===== config.mk =====
export PLATFORM = sky130hd
export DESIGN_NAME = decode_stage_pipe
export DESIGN_NICKNAME = d
export VERILOG_FILES = /design/src/rtl/decode_stage_pipe_pkg.sv /design/src/rtl/decode_stage_pipe_hazard_unit.sv /design/src/rtl/decode_stage_pipe.sv
export SDC_FILE = /design/constraint.sdc
export NUM_CORES = 2
export LEC_CHECK = 0
export CAP_MARGIN = 10
export CORE_MARGIN = 2
export CORE_UTILIZATION = 44
export DETAILED_ROUTE_END_ITERATION = 8
export GPL_TIMING_DRIVEN = 1
export MAX_ROUTING_LAYER = met4
export SLEW_MARGIN = 5
export SYNTH_ARGS = -nofsm -noshare
export SYNTH_HDL_FRONTEND = slang
export SYNTH_HIERARCHICAL = 1
export SYNTH_SLANG_ARGS = --single-unit

===== constraint.sdc =====
create_clock -name clk -period 2.71 [get_ports clk]
set_input_delay 0.542 -clock clk [delete_from_list [all_inputs] [get_ports clk]]
set_output_delay 0.542 -clock clk [all_outputs]
set_load 0.05 [all_outputs]

===== src/rtl/decode_stage_pipe_pkg.sv =====
// Shared types, opcode constants and decode helpers for the ID stage.
package decode_stage_pipe_pkg;

    // Width of the data fields carried in the ID/EX bundle.
    localparam int DATA_W = 32;

    typedef enum logic [6:0] {
        OPC_LOAD   = 7'b0000011,
        OPC_OP_IMM = 7'b0010011,
        OPC_AUIPC  = 7'b0010111,
        OPC_STORE  = 7'b0100011,
        OPC_OP     = 7'b0110011,
        OPC_LUI    = 7'b0110111,
        OPC_BRANCH = 7'b1100011,
        OPC_JALR   = 7'b1100111,
        OPC_JAL    = 7'b1101111
    } opcode_t;

    typedef enum logic [2:0] {IMM_NONE, IMM_I, IMM_S, IMM_B, IMM_U, IMM_J} imm_t;
    typedef enum logic       {ALU_SRC_RS2, ALU_SRC_IMM}                    alu_src_t;
    typedef enum logic [1:0] {RES_ALU, RES_MEM, RES_PC4}                   result_src_t;
    typedef enum logic [1:0] {PC_SEQ, PC_BRANCH, PC_JAL, PC_JALR}          pc_src_t;

    // pc_update marks unconditional redirects (jumps); branch marks conditional ones.
    typedef struct packed {
        logic              reg_write;
        logic              mem_read;
        logic              mem_write;
        logic              branch;
        logic              pc_update;
        logic              alu_a_pc;
        alu_src_t          alu_src;
        result_src_t       result_src;
        pc_src_t           pc_src;
        logic [2:0]        funct3;
        logic [6:0]        funct7;
        logic [4:0]        rs1;
        logic [4:0]        rs2;
        logic [4:0]        rd;
        logic [DATA_W-1:0] imm_ext;
        logic [DATA_W-1:0] rd1;
        logic [DATA_W-1:0] rd2;
        logic [DATA_W-1:0] pc_cur;
    } id_to_ex_t;

    function automatic logic [DATA_W-1:0] imm_extend(input logic [31:0] instr, input imm_t sel);
        case (sel)
            IMM_I:   return {{20{instr[31]}}, instr[31:20]};
            IMM_S:   return {{20{instr[31]}}, instr[31:25], instr[11:7]};
            IMM_B:   return {{19{instr[31]}}, instr[31], instr[7], instr[30:25], instr[11:8], 1'b0};
            IMM_U:   return {instr[31:12], 12'b0};
            IMM_J:   return {{11{instr[31]}}, instr[31], instr[19:12], instr[20], instr[30:21], 1'b0};
            default: return '0;
        endcase
    endfunction

    // Field extraction and control decode; operands and PC are filled in by the caller.
    // Unknown opcodes fall through with all controls cleared, i.e. a NOP.
    function automatic id_to_ex_t decode_instr(input logic [31:0] instr);
        id_to_ex_t b;
        imm_t      sel;
        b        = '0;
        sel      = IMM_NONE;
        b.funct3 = instr[14:12];
        b.funct7 = instr[31:25];
        b.rs1    = instr[19:15];
        b.rs2    = instr[24:20];
        b.rd     = instr[11:7];
        case (instr[6:0])
            OPC_LUI:    begin b.reg_write = 1'b1; b.alu_src = ALU_SRC_IMM; sel = IMM_U; end
            OPC_AUIPC:  begin b.reg_write = 1'b1; b.alu_src = ALU_SRC_IMM; b.alu_a_pc = 1'b1; sel = IMM_U; end
            OPC_JAL:    begin b.reg_write = 1'b1; b.pc_update = 1'b1; b.result_src = RES_PC4;
                              b.pc_src = PC_JAL; sel = IMM_J; end
            OPC_JALR:   begin b.reg_write = 1'b1; b.pc_update = 1'b1; b.result_src = RES_PC4;
                              b.pc_src = PC_JALR; b.alu_src = ALU_SRC_IMM; sel = IMM_I; end
            OPC_BRANCH: begin b.branch = 1'b1; b.pc_src = PC_BRANCH; sel = IMM_B; end
            OPC_LOAD:   begin b.reg_write = 1'b1; b.mem_read = 1'b1; b.alu_src = ALU_SRC_IMM;
                              b.result_src = RES_MEM; sel = IMM_I; end
            OPC_STORE:  begin b.mem_write = 1'b1; b.alu_src = ALU_SRC_IMM; sel = IMM_S; end
            OPC_OP_IMM: begin b.reg_write = 1'b1; b.alu_src = ALU_SRC_IMM; sel = IMM_I; end
            OPC_OP:     begin b.reg_write = 1'b1; end
            default:    ;
        endcase
        b.imm_ext = imm_extend(instr, sel);
        return b;
    endfunction

endpackage


===== src/rtl/decode_stage_pipe_hazard_unit.sv =====
// Load-use hazard detection: which source registers the ID instruction reads,
// compared against the destination of a load sitting in EX.
module decode_stage_pipe_hazard_unit
    import decode_stage_pipe_pkg::*;
#(
    parameter int AW = 5
) (
    input  logic [6:0]    opcode_i,
    input  logic [4:0]    rs1_i,
    input  logic [4:0]    rs2_i,
    input  logic          ex_is_load_i,
    input  logic [AW-1:0] ex_rd_i,
    input  logic          out_valid_i,
    output logic          hazard_o
);

    logic rs1_used;
    logic rs2_used;

    // Source-use decode and compare against the EX load destination.
    // NOTE: every always_comb output gets a value on every path, otherwise a latch is inferred.
    always_comb begin
        rs1_used = !(opcode_i inside {OPC_LUI, OPC_AUIPC, OPC_JAL});
        rs2_used = opcode_i inside {OPC_OP, OPC_STORE, OPC_BRANCH};
        hazard_o = ex_is_load_i && (ex_rd_i != '0) && out_valid_i &&
                   ((rs1_used && (int'(rs1_i) == int'(ex_rd_i))) ||
                    (rs2_used && (int'(rs2_i) == int'(ex_rd_i))));
    end

endmodule


===== src/rtl/decode_stage_pipe.sv =====
// ID stage: decode, register-file read with optional WB bypass, valid/ready
// handshake, load-use stalling, flush and a saturating stall counter.
module decode_stage_pipe
    import decode_stage_pipe_pkg::*;
#(
    parameter int  XLEN        = DATA_W,
    parameter int  NREGS       = 32,
    parameter bit  BYPASS_WB   = 1'b1,
    parameter int  STALL_CNT_W = 16,
    localparam int AW          = $clog2(NREGS)
) (
    input  logic                   clk,
    input  logic                   reset,
    input  logic                   in_valid,
    output logic                   in_ready,
    input  logic [31:0]            in_instr,
    input  logic [XLEN-1:0]        in_pc,
    input  logic                   flush,
    input  logic                   ex_is_load,
    input  logic [AW-1:0]          ex_rd,
    input  logic                   wb_we,
    input  logic [AW-1:0]          wb_rd,
    input  logic [XLEN-1:0]        wb_data,
    output logic                   out_valid,
    input  logic                   out_ready,
    output id_to_ex_t              out_bundle,
    output logic [STALL_CNT_W-1:0] stall_cycles
);

    logic [XLEN-1:0]        rf_q [NREGS];
    logic                   valid_q, valid_d;
    id_to_ex_t              bundle_q, bundle_d;
    logic [STALL_CNT_W-1:0] stall_q, stall_d;
    id_to_ex_t              dec;
    logic                   hazard;
    logic                   accept;
    logic [XLEN-1:0]        rs1_stored, rs2_stored;

    // x0 reads as zero; with BYPASS_WB a same-cycle writeback wins over the stored value.
    function automatic logic [XLEN-1:0] read_operand(input logic [4:0] rs, input logic [XLEN-1:0] stored,
                                                     input logic we, input logic [AW-1:0] wrd,
                                                     input logic [XLEN-1:0] wdata);
        if (rs == 5'd0) return '0;
        if (BYPASS_WB && we && (int'(wrd) == int'(rs))) return wdata;
        return stored;
    endfunction

    decode_stage_pipe_hazard_unit #(.AW(AW)) u_hazard (
        .opcode_i     (in_instr[6:0]),
        .rs1_i        (in_instr[19:15]),
        .rs2_i        (in_instr[24:20]),
        .ex_is_load_i (ex_is_load),
        .ex_rd_i      (ex_rd),
        .out_valid_i  (valid_q),
        .hazard_o     (hazard)
    );

    assign in_ready = flush || (!hazard && (!valid_q || out_ready));
    assign accept   = in_valid && in_ready && !flush;

    // Decode the IF/ID instruction and read its operands every cycle.
    always_comb begin
        rs1_stored = (int'(in_instr[19:15]) < NREGS) ? rf_q[AW'(in_instr[19:15])] : '0;
        rs2_stored = (int'(in_instr[24:20]) < NREGS) ? rf_q[AW'(in_instr[24:20])] : '0;
        dec        = decode_instr(in_instr);
        dec.rd1    = DATA_W'(read_operand(in_instr[19:15], rs1_stored, wb_we, wb_rd, wb_data));
        dec.rd2    = DATA_W'(read_operand(in_instr[24:20], rs2_stored, wb_we, wb_rd, wb_data));
        dec.pc_cur = DATA_W'(in_pc);
    end

    // Next-state selection for the ID/EX register, in priority order.
    always_comb begin
        valid_d  = valid_q;
        bundle_d = bundle_q;
        stall_d  = stall_q;
        if (flush) begin
            valid_d = 1'b0;
        end else if (accept) begin
            valid_d  = 1'b1;
            bundle_d = dec;
        end else if (hazard && out_ready) begin
            valid_d = 1'b0;
            if (stall_q != '1) stall_d = stall_q + STALL_CNT_W'(1);
        end else if (valid_q && !out_ready) begin
            valid_d = 1'b1;
        end else begin
            valid_d = 1'b0;
        end
    end

    // ID/EX pipeline register and stall counter.
    // NOTE: sequential state uses non-blocking assignments so all flops see pre-edge values.
    always_ff @(posedge clk) begin
        if (reset) begin
            valid_q  <= 1'b0;
            bundle_q <= '0;
            stall_q  <= '0;
        end else begin
            valid_q  <= valid_d;
            bundle_q <= bundle_d;
            stall_q  <= stall_d;
        end
    end

    // Register file write port; writes continue through stalls and flushes.
    // NOTE: the register file is built from flops and cleared on reset, so it cannot map onto a RAM macro.
    always_ff @(posedge clk) begin
        if (reset) begin
            for (int i = 0; i < NREGS; i++) rf_q[i] <= '0;
        end else if (wb_we && (wb_rd != '0)) begin
            rf_q[wb_rd] <= wb_data;
        end
    end

    assign out_valid    = valid_q;
    assign out_bundle   = bundle_q;
    assign stall_cycles = stall_q;

endmodule


==> key figures <==
Yosys
  – Synth warn: 6
  – Register bit total from synthesis: 1,204
  – Synth cell types: 71
  – Syn avg cell area: 12.7 µm²
  – Synth top area share: 49.9%
  – Post-synth EDFFs: 1,024
  – Count leader, synth: and2_1
  – Sequential fraction of the synthesis area: 55.8%
  – Top cells by area, synth: edfxtp_1 (50%), and2_1 (11%), mux4_2 (9.5%)
  – Yosys top cell by area: edfxtp_1
  – Post-Syn Area: 61,600 µm²
  – Syn Inst Count: 4,831
  – Async SR Flop Fraction: 0%
  – Top FF cell, synth: edfxtp_1
  – Post-synth top cells: and2_1 (1,054), edfxtp_1 (1,024), mux2i_1 (505)

Placed design
  – Place WS: -0.760 ns
  – Placer Congestion: 0.927
  – Input/output buffers: 294
  – Post-DP HPWL: 158 mm

Routing
  – Max Used Layer: met4
  – Post-Route WL: 233 mm
  – DRT antenna net count: 0
  – WL per Instance: 31.6 µm
  – Via count: 45.5k
  – Initial DRC Count: 6,467
  – Met3 wire len: 26.4 mm
  – WL met1: 89.4 mm
  – Drt pass-1 iters: 6
  – Vias per inst: 6.18
  – Routed wire length on met2: 108 mm
  – DRC viols: 0

Finish
  – Fill cell count: 11.6k
  – Finished Core Util: 54.7%
  – P&R area growth vs syn: 23.5%
  – Nets: 5,477
  – Share of cells above drive strength 1: 20.3%

CTS
  – Inserted Clock Buffers: 137
  – Clock slew at reported path FFs: 0.06 ns
  – Clk root buf: clkbuf_16
  – Clock sinks: 1,204
  – CTS Buffer Depth: 3
  – CTS tree: done
  – Hold-fix buffers, CTS: 0
  – H-tree levels: 4
  – Clock Latency Late Sink: 0.79 ns

Run status
  – Failing checks: setup timing
  – Outcome: finished with violations

Die
  – Core area: 139,000 µm²
  – I/O pin total: 295
  – Die width: 378 µm
  – Initial Util: 44.2%
  – Die area: 143,000 µm²
  – Die H: 378 µm
  – # rows: 137

Timing
  – Tmin final: 2.74 ns
  – Hold_ws: 0.310 ns
  – Worst-margin pin slew: 0.973 ns
  – Final max-slew violation count: 0
  – Setup TNS: -0.0297 ns
  – Final Skew: 0.0351 ns
  – Slew HR: 34.5%
  – RSZ-0062 raised after global routing: yes
  – Final worst slack: -0.0297 ns
  – Tcrit/Tclk final: 101%
  – Final setup fails: 1
  – Fmax: 365 MHz
  – Hold Vio Cnt, Final: 0

Global route
  – Initial antenna violation count: 25
  – Total GRT Usage: 33.3%
  – Global-route wire length before repair: 327 mm
  – Largest net degree at the start of global routing: 139
  – Vias in the first global route: 44.2k
  – Grt total ovfl: 0

Hold path
  – Hold Path Sink: out_bundle[22]$_SDFFE_PP0P_
  – HP Start: in_pc[22]
  – Hold path depth: 3
  – Hold Path Class: in2reg

Run
  – Max Cap Violations: 0

Pwr
  – Leak Pwr: 28.2 nW
  – Final Power: 46.1 mW
  – Worst VDD drop: 626 µV
  – Power density cells: 605 nW/µm²

Setup path
  – CP arrival: 2.20 ns
  – Largest stage delay, worst path: 0.53 ns
  – Reg-to-reg startpoint: out_valid$_SDFF_PP0_
  – Crit path kind: in2out
  – Worst path cell trace: dlygate4sd2_1 -> buf_4 -> xnor2_2 -> nand4_1 -> or4_4 -> a21oi_2 -> buf_6 -> o21bai_1 -> buf_6
  – Cell count of the worst reg-to-reg path: 11
  – CP max FO: 2
  – CP max-delay cell: or4_4
  – Worst R2R Setup Slack: 0.52 ns
  – Crit start category: primary input
  – Worst path bufs/invs: 4
  – WP data required: 2.17 ns
  – Most used cell, CP: buf_6
  – Crit-path leading delay family: buffers and inverters
  – Critical R2R Capture: out_bundle[68]$_SDFFE_PP0P_
  – Worst setup EP type: output port
[area by class of cell]
type / count / area, µm² / area share, %
diodes: 13 / 32.5 / 0.0428
clock buffers: 195 / 3930 / 5.16
clock inverters: 52 / 429 / 0.564
inverters: 2 / 7.51 / 0.00987
multi-input cells: 3178 / 25700 / 33.7
flip-flops and latches: 1204 / 34400 / 45.2
well taps: 1876 / 2350 / 3.09
repair buffers: 840 / 9310 / 12.2
[tightest hold or removal path, stage by stage]
cell	delay, ns
clkdlybuf4s50_1	0.40
nand2_1	0.06
a21oi_1	0.05
[how the worst max path moves through the flow]
stage / cells after the start / endpoint / startpoint / slack (ns)
2_1_floorplan: 8 / out_bundle[33]$_SDFFE_PP0P_ / ex_rd[0] / 0.03
3_3_place_gp: 11 / out_bundle[157]$_SDFFE_PP0P_ / ex_rd[4] / -0.76
3_5_place_dp: 11 / out_bundle[157]$_SDFFE_PP0P_ / ex_rd[4] / -0.76
4_1_cts: 8 / in_ready / in_instr[6] / -0.05
5_1_grt: 9 / in_ready / ex_rd[0] / -0.14
6_report: 9 / in_ready / ex_rd[0] / -0.03
[state kept, by name, summed over array words and instances (netlist names)]
| name | flops |
|---|---|
| out_bundle | 163 |
| out_valid | 1 |
| rf_q | 1024 |
| stall_cycles | 16 |
[cells by family after synthesis]
logic type,count (synthesis),share of synthesized area [%]
compound gates,598,6.46
buf+inv,480,3.28
simple gates,1739,16.1
fa+ha+maj,1,0.0203
other cells,1,0.00609
xor+xnor,34,0.484
flops,1204,55.8
mux,774,17.9
[layout by cell type (no fill, tap or decap), types with 5 or more instances in the layout]
cell type and instances:
a21oi_1 210, a221o_1 63, a22oi_1 147, and2_0 14, and2_1 1053, and3_1 5
buf_12 180, buf_4 363, bufinv_16 5, clkbuf_1 40, clkbuf_16 146, clkbuf_8 10
clkdlybuf4s50_1 265, clkinv_1 14, clkinv_2 22, conb_1 32, dfxtp_1 180, diode_2 13
dlygate4sd2_1 20, edfxtp_1 1024, inv_6 5, mux2_2 8, mux2i_1 505, mux4_2 261
nand2_1 270, nand3_1 137, nand3b_1 12, nand4_1 37, nor2_1 57, nor2_4 32
nor2b_1 6, nor3_1 7, nor4_1 36, o211ai_1 6, o21ai_0 16, o22ai_1 124
or2_2 32, xnor2_1 9, xor2_1 24
[repair_timing]
| action | 4_1_cts | 5_1_grt |
|---|---|---|
| setup buffers | 1 | 0 |
| pin swaps | 3 | 3 |
| setup endpoints to repair | 10 | 46 |
| resized for setup | 22 | 10 |
[metrics by stage]
step | cells | cell area [µm²]
floorplan | 4862 | 61800
global placement | 7099 | 71700
detailed placement | 7099 | 71700
CTS | 7347 | 76000
global route | 7354 | 76100
finish | 7360 | 76100
[report_power, final]
group          switching, mW  leakage (nW)  internal, mW
clock                   7.69          2.14          10.6
combinational           3.56          14.9          2.56
sequential             0.611          11.2          21.1
[per-layer routing]
layer | track usage (%) | up-vias
li1 | - | 19000
met1 | 43.5 | 23100
met2 | 51.5 | 2885
met3 | 7.09 | 493
met4 | 11.8 | 0
met5 | - | -
No activity file was read; power rests on OpenSTA's default activity.
